File: src/rtl/vend_pkg.sv
// -----------------------------------------------------------------------------
// vend_pkg
// Shared definitions for the vending controller slice:
//   - state_t         controller FSM states
//   - *_VAL           coin values in nickels
//   - DEFAULT_PRICES  packed per-item prices in nickels, item 0 in the LSB byte
//   - coin_value()    nickel value of a coin vector (0 when not exactly one-hot)
//   - is_onehot32()   exactly-one-bit-set test for vectors up to 32 bits
// -----------------------------------------------------------------------------
package vend_pkg;

  typedef enum logic [1:0] {
    IDLE   = 2'd0,  // no credit held
    CREDIT = 2'd1,  // credit held, waiting for coins / selection
    VEND   = 2'd2,  // one-cycle dispense pulse
    CHANGE = 2'd3   // returning one nickel per cycle
  } state_t;

  localparam logic [2:0] NICKEL_VAL  = 3'd1;
  localparam logic [2:0] DIME_VAL    = 3'd2;
  localparam logic [2:0] QUARTER_VAL = 3'd5;

  // 15/20/25/30 cents for items 0..3.
  localparam logic [31:0] DEFAULT_PRICES = {8'd6, 8'd5, 8'd4, 8'd3};

  function automatic logic is_onehot32(input logic [31:0] v);
    return (v != '0) && ((v & (v - 32'd1)) == '0);
  endfunction

  // Coin bit 0 = nickel, 1 = dime, 2 = quarter. Anything that is not a
  // single coin is worth nothing and gets rejected by the caller.
  function automatic logic [2:0] coin_value(input logic [2:0] coin);
    logic [2:0] val;
    unique case (coin)
      3'b001:  val = NICKEL_VAL;
      3'b010:  val = DIME_VAL;
      3'b100:  val = QUARTER_VAL;
      default: val = 3'd0;
    endcase
    return val;
  endfunction

endpackage

File: src/rtl/vend_ctrl_param_if.sv
// -----------------------------------------------------------------------------
// vend_ctrl_param_if
// Bundles the front-end inputs and dispenser/display outputs of the vending
// controller.
//   master : coin/keypad side  - drives coin, item_sel, cancel
//   slave  : the controller    - drives item_dispense, change_nickel,
//            coin_reject, sold_out, busy, left_display, right_display
// -----------------------------------------------------------------------------
interface vend_ctrl_param_if #(
  parameter int N_ITEMS = 4
);
  logic [2:0]         coin;
  logic [N_ITEMS-1:0] item_sel;
  logic               cancel;
  logic [N_ITEMS-1:0] item_dispense;
  logic               change_nickel;
  logic               coin_reject;
  logic [N_ITEMS-1:0] sold_out;
  logic               busy;
  logic [7:0]         left_display;
  logic [7:0]         right_display;

  modport master (
    output coin, item_sel, cancel,
    input  item_dispense, change_nickel, coin_reject, sold_out, busy,
           left_display, right_display
  );

  modport slave (
    input  coin, item_sel, cancel,
    output item_dispense, change_nickel, coin_reject, sold_out, busy,
           left_display, right_display
  );
endinterface

File: src/rtl/vend_ctrl_param_nickel_to_bcd.sv
// -----------------------------------------------------------------------------
// nickel_to_bcd
// Combinational: nickel count -> two-digit BCD cents.
//   nickels in  5  amount in nickels (0..19 gives a valid 0..95 cents result)
//   bcd     out 8  {tens, ones} BCD cents
// Since cents = 5*n, the tens digit is n/2 and the ones digit is 5 when n is
// odd, 0 otherwise -- no divider needed.
// -----------------------------------------------------------------------------
module nickel_to_bcd (
  input  logic [4:0] nickels,
  output logic [7:0] bcd
);
  assign bcd = {nickels[4:1], (nickels[0] ? 4'd5 : 4'd0)};
endmodule

File: src/rtl/vend_ctrl_param.sv
// -----------------------------------------------------------------------------
// vend_ctrl_param
// Multi-item, stock-aware vending controller. Accepts one-hot coin pulses,
// holds credit in nickels, latches a one-hot selection and vends as soon as
// the credit covers the price. Change is paid one nickel per cycle.
//   clk    in  clock
//   reset  in  asynchronous active-high reset (credit lost, stock reloaded)
//   bus    slave side of vend_ctrl_param_if (coin/item_sel/cancel in;
//          item_dispense, change_nickel, coin_reject, sold_out, busy,
//          left_display, right_display out)
// -----------------------------------------------------------------------------
module vend_ctrl_param
  import vend_pkg::*;
#(
  parameter int                   N_ITEMS    = 4,
  parameter logic [8*N_ITEMS-1:0] PRICES     = DEFAULT_PRICES,
  parameter int                   MAX_CREDIT = 19,
  parameter int                   STOCK_W    = 4,
  parameter int                   INIT_STOCK = 5
) (
  input logic              clk,
  input logic              reset,
  vend_ctrl_param_if.slave bus
);

  state_t             state_q, state_d;
  logic [4:0]         credit_q, credit_d;
  logic [N_ITEMS-1:0] sel_q, sel_d;     // latched selection, one-hot or zero
  logic [N_ITEMS-1:0] vend_q, vend_d;   // item being dispensed in VEND
  logic               coin_reject_q, coin_reject_d;
  logic [STOCK_W-1:0] stock_q [N_ITEMS];
  logic [STOCK_W-1:0] stock_d [N_ITEMS];

  logic [2:0] coin_val;
  logic [5:0] credit_sum;
  logic       coin_fits;
  logic [4:0] credit_acc;   // credit after this cycle's coin, before any vend
  logic [4:0] sel_price;
  logic       sel_in_stock;
  logic       new_sel_ok;
  logic       vend_ok;

  // ---------------------------------------------------------------------------
  // Datapath helpers
  // ---------------------------------------------------------------------------
  assign coin_val   = coin_value(bus.coin);
  assign credit_sum = {1'b0, credit_q} + {3'b000, coin_val};
  assign coin_fits  = (coin_val != 3'd0) && (credit_sum <= 6'(MAX_CREDIT));

  // NOTE: every variable driven here gets a default before any branch, so a
  // missing assignment on some path cannot turn into a latch.
  always_comb begin
    sel_price    = '0;
    sel_in_stock = 1'b0;
    new_sel_ok   = 1'b0;
    for (int i = 0; i < N_ITEMS; i++) begin
      if (sel_q[i]) begin
        sel_price    = PRICES[8*i +: 5];
        sel_in_stock = (stock_q[i] != '0);
      end
      if (bus.item_sel[i] && (stock_q[i] != '0)) begin
        new_sel_ok = 1'b1;
      end
    end
    if (!is_onehot32(32'(bus.item_sel))) begin
      new_sel_ok = 1'b0;
    end
  end

  // Vend decision uses registered credit and selection only.
  assign vend_ok = (sel_q != '0) && (credit_q >= sel_price) && sel_in_stock;

  // ---------------------------------------------------------------------------
  // Next-state logic
  // ---------------------------------------------------------------------------
  always_comb begin
    state_d       = state_q;
    credit_d      = credit_q;
    sel_d         = sel_q;
    vend_d        = vend_q;
    stock_d       = stock_q;
    coin_reject_d = 1'b0;
    credit_acc    = credit_q;

    unique case (state_q)
      IDLE, CREDIT: begin
        if (bus.cancel) begin
          // Cancel wins over coin, selection and a pending vend.
          sel_d         = '0;
          coin_reject_d = (bus.coin != '0);
          if (credit_q != '0) begin
            state_d = CHANGE;
          end
        end else begin
          if (bus.coin != '0) begin
            if (coin_fits) begin
              credit_acc = credit_sum[4:0];
            end else begin
              coin_reject_d = 1'b1;
            end
          end

          if (vend_ok) begin
            state_d  = VEND;
            credit_d = credit_acc - sel_price;
            vend_d   = sel_q;
            sel_d    = '0;
            for (int i = 0; i < N_ITEMS; i++) begin
              if (sel_q[i]) begin
                stock_d[i] = stock_q[i] - STOCK_W'(1);
              end
            end
          end else begin
            credit_d = credit_acc;
            if (new_sel_ok) begin
              sel_d = bus.item_sel;
            end
            state_d = (credit_acc != '0) ? CREDIT : IDLE;
          end
        end
      end

      VEND: begin
        coin_reject_d = (bus.coin != '0);
        state_d       = (credit_q != '0) ? CHANGE : IDLE;
      end

      CHANGE: begin
        coin_reject_d = (bus.coin != '0);
        credit_d      = credit_q - 5'd1;
        if (credit_q <= 5'd1) begin
          state_d = IDLE;
        end
      end

      default: state_d = IDLE;
    endcase
  end

  // ---------------------------------------------------------------------------
  // State registers
  // ---------------------------------------------------------------------------
  // NOTE: non-blocking assignments keep every register sampling the values
  // from before the edge, independent of statement order.
  always_ff @(posedge clk or posedge reset) begin
    if (reset) begin
      state_q       <= IDLE;
      credit_q      <= '0;
      sel_q         <= '0;
      vend_q        <= '0;
      coin_reject_q <= 1'b0;
      // NOTE: the stock array is a handful of flops, not a RAM, and must come
      // back to a known count on reset, so it is reset like any other state.
      for (int i = 0; i < N_ITEMS; i++) begin
        stock_q[i] <= STOCK_W'(INIT_STOCK);
      end
    end else begin
      state_q       <= state_d;
      credit_q      <= credit_d;
      sel_q         <= sel_d;
      vend_q        <= vend_d;
      coin_reject_q <= coin_reject_d;
      stock_q       <= stock_d;
    end
  end

  // ---------------------------------------------------------------------------
  // Outputs, all decoded from registered state
  // ---------------------------------------------------------------------------
  assign bus.item_dispense = (state_q == VEND) ? vend_q : '0;
  assign bus.change_nickel = (state_q == CHANGE);
  assign bus.busy          = (state_q == VEND) || (state_q == CHANGE);
  assign bus.coin_reject   = coin_reject_q;

  always_comb begin
    for (int i = 0; i < N_ITEMS; i++) begin
      bus.sold_out[i] = (stock_q[i] == '0);
    end
  end

  nickel_to_bcd u_left_bcd (
    .nickels (credit_q),
    .bcd     (bus.left_display)
  );

  nickel_to_bcd u_right_bcd (
    .nickels (sel_price),
    .bcd     (bus.right_display)
  );

endmodule
File: src/flat_wrapper.sv
// flat-port wrapper written by rule: the top's interface ports become plain ports
module vend_ctrl_param_flat import vend_pkg::*;
#(
  parameter int                   N_ITEMS    = 4,
  parameter logic [8*N_ITEMS-1:0] PRICES     = DEFAULT_PRICES,
  parameter int                   MAX_CREDIT = 19,
  parameter int                   STOCK_W    = 4,
  parameter int                   INIT_STOCK = 5
)
  (clk, reset, bus_coin, bus_item_sel, bus_cancel, bus_item_dispense, bus_change_nickel, bus_coin_reject, bus_sold_out, bus_busy, bus_left_display, bus_right_display);
  vend_ctrl_param_if #(.N_ITEMS(N_ITEMS)) bus_i ();
  input logic clk;
  input logic reset;
  input wire logic [$bits(bus_i.coin)-1:0] bus_coin;
  input wire logic [$bits(bus_i.item_sel)-1:0] bus_item_sel;
  input wire logic [$bits(bus_i.cancel)-1:0] bus_cancel;
  output wire logic [$bits(bus_i.item_dispense)-1:0] bus_item_dispense;
  output wire logic [$bits(bus_i.change_nickel)-1:0] bus_change_nickel;
  output wire logic [$bits(bus_i.coin_reject)-1:0] bus_coin_reject;
  output wire logic [$bits(bus_i.sold_out)-1:0] bus_sold_out;
  output wire logic [$bits(bus_i.busy)-1:0] bus_busy;
  output wire logic [$bits(bus_i.left_display)-1:0] bus_left_display;
  output wire logic [$bits(bus_i.right_display)-1:0] bus_right_display;
  assign bus_i.coin = bus_coin;
  assign bus_i.item_sel = bus_item_sel;
  assign bus_i.cancel = bus_cancel;
  assign bus_item_dispense = bus_i.item_dispense;
  assign bus_change_nickel = bus_i.change_nickel;
  assign bus_coin_reject = bus_i.coin_reject;
  assign bus_sold_out = bus_i.sold_out;
  assign bus_busy = bus_i.busy;
  assign bus_left_display = bus_i.left_display;
  assign bus_right_display = bus_i.right_display;
  vend_ctrl_param #(.N_ITEMS(N_ITEMS), .PRICES(PRICES), .MAX_CREDIT(MAX_CREDIT), .STOCK_W(STOCK_W), .INIT_STOCK(INIT_STOCK)) u_core (.clk(clk), .reset(reset), .bus(bus_i));
endmodule
File: config.mk
export PLATFORM = sky130hd
export DESIGN_NAME = vend_ctrl_param_flat
export DESIGN_NICKNAME = d
export VERILOG_FILES = /design/src/rtl/vend_pkg.sv /design/src/rtl/vend_ctrl_param_if.sv /design/src/rtl/vend_ctrl_param_nickel_to_bcd.sv /design/src/rtl/vend_ctrl_param.sv /design/src/flat_wrapper.sv
export SDC_FILE = /design/constraint.sdc
export NUM_CORES = 1
export LEC_CHECK = 0
export ABC_AREA = 1
export ABC_CLOCK_PERIOD_IN_PS = 9250
export CAP_MARGIN = 20
export CORE_ASPECT_RATIO = 1.25
export CORE_MARGIN = 4
export CORE_UTILIZATION = 35
export CTS_CLUSTER_DIAMETER = 80
export DETAILED_ROUTE_END_ITERATION = 8
export SETUP_SLACK_MARGIN = 0.4
export SLEW_MARGIN = 20
export SYNTH_ARGS = -nofsm -noshare
export SYNTH_HDL_FRONTEND = slang
export SYNTH_SLANG_ARGS = --single-unit
File: constraint.sdc
create_clock -name clk -period 9.25 [get_ports clk]
set_clock_uncertainty 0.05 [all_clocks]
set_input_delay 0.925 -clock clk [delete_from_list [all_inputs] [get_ports clk]]
set_output_delay 0.925 -clock clk [all_outputs]
set_load 0.05 [all_outputs]
==> impl_metrics.csv <==
group,metric,value,unit
run,cap_violations,0,
setup_path,max_stage_delay,0.44,ns
setup_path,worst_path_max_delay_cell,"clkdlybuf4s50_1",
global_routing,antenna_found_initial,0,
sta,max_freq,238,MHz
power_and_ir_drop,p_sw,560,uW
finish,fill_cells,678,
yosys,synth_most_common_cell,"nand2_1",
global_routing,grt_max_degree,33,
outcome,outcome,"finished clean",
drt,drt_pass1_iterations,4,
power_and_ir_drop,power_density,375,nW/um^2
clock_tree,cts-root-buf,"clkbuf_8",
finish,drive_gt1_share,10.0,%
place,routabilityCongestion,0.875,
clock_tree,h-tree-depth,2,
setup_path,worst-setup-path-type,"input pin to register",
drt,finalWirelength,5260,um
setup_path,path_max_fanout,6,
drt,drt_iter0_drc,70,
sta,report.final.slew_viol_count,0,
clock_tree,cts_tree,"built",
floorplanning,fp.coreArea,6570,um^2
worst_hold_path,hp-class,"register to register",
finish,layout.nets,375,
power_and_ir_drop,power.leakage,0.00137,uW
place,placed_area,2720,um^2
global_routing,grt_overflow,0,
worst_hold_path,hold_start,"u_core.stock_q[7]$_DFFE_PP0P_",
setup_path,crit_family,"simple AND/OR/NAND/NOR gates",
clock_tree,cts_setup_buffers,0,
yosys,synthFlopType,"dfrtp_1",
place,hpwl,4140,um
sta,tns,0,ns
finish,stdcell_area,2820,um^2
finish,n_antenna_cell,0,
worst_hold_path,hold_depth,1,
sta,worstMarginPinSlew,0.504,ns
yosys,ys_seq_area_share,34.2,%
worst_hold_path,hold_end,"u_core.stock_q[7]$_DFFE_PP0P_",
setup_path,worstPathArrival,4.32,ns
clock_tree,cts_hold_buf,0,
yosys,synth-seq-cells,32,
sta,period_minus_slack,4.20,ns
sta,period_share,45.4,%
yosys,ys_warn_count,0,
power_and_ir_drop,power.internal,499,uW
floorplanning,ios,37,
yosys,synth_top_area_cell,"dfrtp_1",
global_routing,grt_pass1_vias,2010,
floorplanning,die_w,81.6,um
finish,area.growth.synth_to_final,19.2,%
yosys,syn_inst,318,
power_and_ir_drop,ir_worst_vdd,0.000155,V
yosys,synth-async-reset-ratio,100,%
drt,wl_per_cell,12.1,um
power_and_ir_drop,sw_frac_of_total,52.9,%
clock_tree,insertion_delay,0.29,ns
sta,slew_headroom,66.3,%
sta,rsz0062_at_grt,"false",
yosys,postSynthAreaPerCell,7.45,um^2
setup_path,rr_endpoint,"u_core.credit_q[2]$_DFFE_PP0P_",
drt,antenna_left,0,
sta,finalSetupViolCount,0,
drt,vias_per_cell,4.68,
clock_tree,cts.reportedPaths.clkPinSlew,0.07,ns
power_and_ir_drop,p_seq_share,23.7,%
power_and_ir_drop,clockPowerShare,12.6,%
floorplanning,start_util,36.1,%
yosys,yosys-top-cells-area,"dfrtp_1 25%, nand2_1 10%, dfstp_2 8.9%",
yosys,synth_edf_count,0,
place,port_buffers,30,
clock_tree,numClockSinks,32,
power_and_ir_drop,combPwrFrac,63.7,%
yosys,synth_common_cells,"64 x nand2_1, 53 x inv_1, 29 x nor2_1",
setup_path,endpoint_kind,"register",
yosys,yosysUniqueCellTypes,36,
floorplanning,num_rows,33,
floorplanning,die_h,100,um
setup_path,critPathRequiredTime,9.37,ns
setup_path,r2r_setup_slack,5.97,ns
clock_tree,cts-buffers-inserted,5,
setup_path,path_buf_inv,6,
global_routing,grt_usage,14.4,%
floorplanning,die_area,8160,um^2
setup_path,rr_worst_depth,20,
sta,hold_viol_final,0,
drt,vias,2042,
yosys,synth_top_area_share,25.3,%
global_routing,grt_pass1_wl,9210,um
clock_tree,cts.path.max_buffers,2,
yosys,synth_area,2370,um^2
setup_path,cp-start-kind,"input pin",
clock_tree,cts_resized,0,
drt,drc_errors,0,
setup_path,r2r_start,"u_core.credit_q[0]$_DFFE_PP0P_",
==> worst max path at each step <==
stage                start                        endpoint  cells after the start
2_1_floorplan  bus_coin[0]  u_core.credit_q[2]$_DFFE_PP0P_                     24
3_3_place_gp   bus_coin[1]  u_core.credit_q[2]$_DFFE_PP0P_                     25
3_5_place_dp   bus_coin[1]  u_core.credit_q[2]$_DFFE_PP0P_                     25
4_1_cts        bus_coin[1]  u_core.credit_q[2]$_DFFE_PP0P_                     25
5_1_grt        bus_coin[1]  u_core.credit_q[2]$_DFFE_PP0P_                     25
6_report       bus_coin[1]  u_core.credit_q[2]$_DFFE_PP0P_                     25
==> registers in the layout (all words and copies together), names as in the netlist <==
| register | count |
|---|---|
| u_core.credit_q | 5 |
| u_core.bus.coin_reject | 1 |
| u_core.vend_q | 4 |
| u_core.stock_q | 16 |
| u_core.sel_q | 4 |
| u_core.state_q | 2 |
==> kinds of logic after synthesis <==
group	after synthesis	share of synthesized area [%]
other	1	0.158
AND/OR/NAND/NOR	142	28.2
adder cells (fa/ha/maj)	17	9.61
AO/OA/AOI/OAI	44	10.2
buffers and inverters	69	12.7
flip-flops	32	34.2
XOR/XNOR	13	4.80
==> power groups by stage <==
| stage | Combinational, uW | Sequential [uW] | Clock (uW) |
|---|---|---|---|
| floorplan | 494 | 268 | 0 |
| global placement | 676 | 254 | 0 |
| detailed placement | 682 | 254 | 0 |
| CTS | 684 | 252 | 139 |
| global route | 769 | 260 | 142 |
| finish | 675 | 251 | 133 |
==> cells in the final DEF, fill, tap and decap left out, drive strengths merged <==
master | netlist | layout
nor2b | 1 | 1
clkinv | 0 | 1
nand3b | 2 | 2
nand2 | 69 | 69
o22ai | 1 | 1
conb | 1 | 6
bufinv | 0 | 1
a31oi | 3 | 3
a22oi | 1 | 1
ha | 15 | 15
nor3 | 5 | 5
dfstp | 8 | 8
nand4 | 6 | 6
fa | 2 | 2
clkbuf | 2 | 6
nor4 | 1 | 1
nand3 | 24 | 24
o211ai | 1 | 1
or2 | 3 | 3
xnor2 | 7 | 7
a21oi | 14 | 14
clkdlybuf4s50 | 0 | 30
dfrtp | 24 | 24
buf | 11 | 1
xor2 | 6 | 6
inv | 56 | 56
o21ai | 24 | 24
nor2 | 31 | 31
==> stage by stage <==
stage	power, uW	utilization (%)	hold WS [ns]	setup WS, ns	cells
final	1060	43.0	0.423	5.05	436
after global routing	1170	43.0	0.451	4.72	436
after CTS	1080	43.0	0.427	5.04	436
after detailed placement	936	41.4	0.413	4.72	428
after global placement	930	41.4	0.410	4.80	428
after floorplan	761	-	0.395	5.45	323
==> cell type report <==
cell class | instances | area (um^2) | share of cell area, %
Sequential cell | 32 | 811 | 28.7
Clock inverter | 2 | 35.0 | 1.24
Multi-Input combinational cell | 222 | 1280 | 45.2
Timing Repair Buffer | 31 | 308 | 10.9
Clock buffer | 6 | 72.6 | 2.57
Inverter | 56 | 213 | 7.53
Tap cell | 87 | 109 | 3.85
==> layer usage <==
layer	track usage [%]	vias up	share of wire (%)
li1	-	1057	-
met1	17.3	947	44
met2	25.1	32	51
met3	2.24	6	3.4
met4	6.39	0	1.6
met5	0	-	0
No activity file was read; power rests on OpenSTA's default activity.
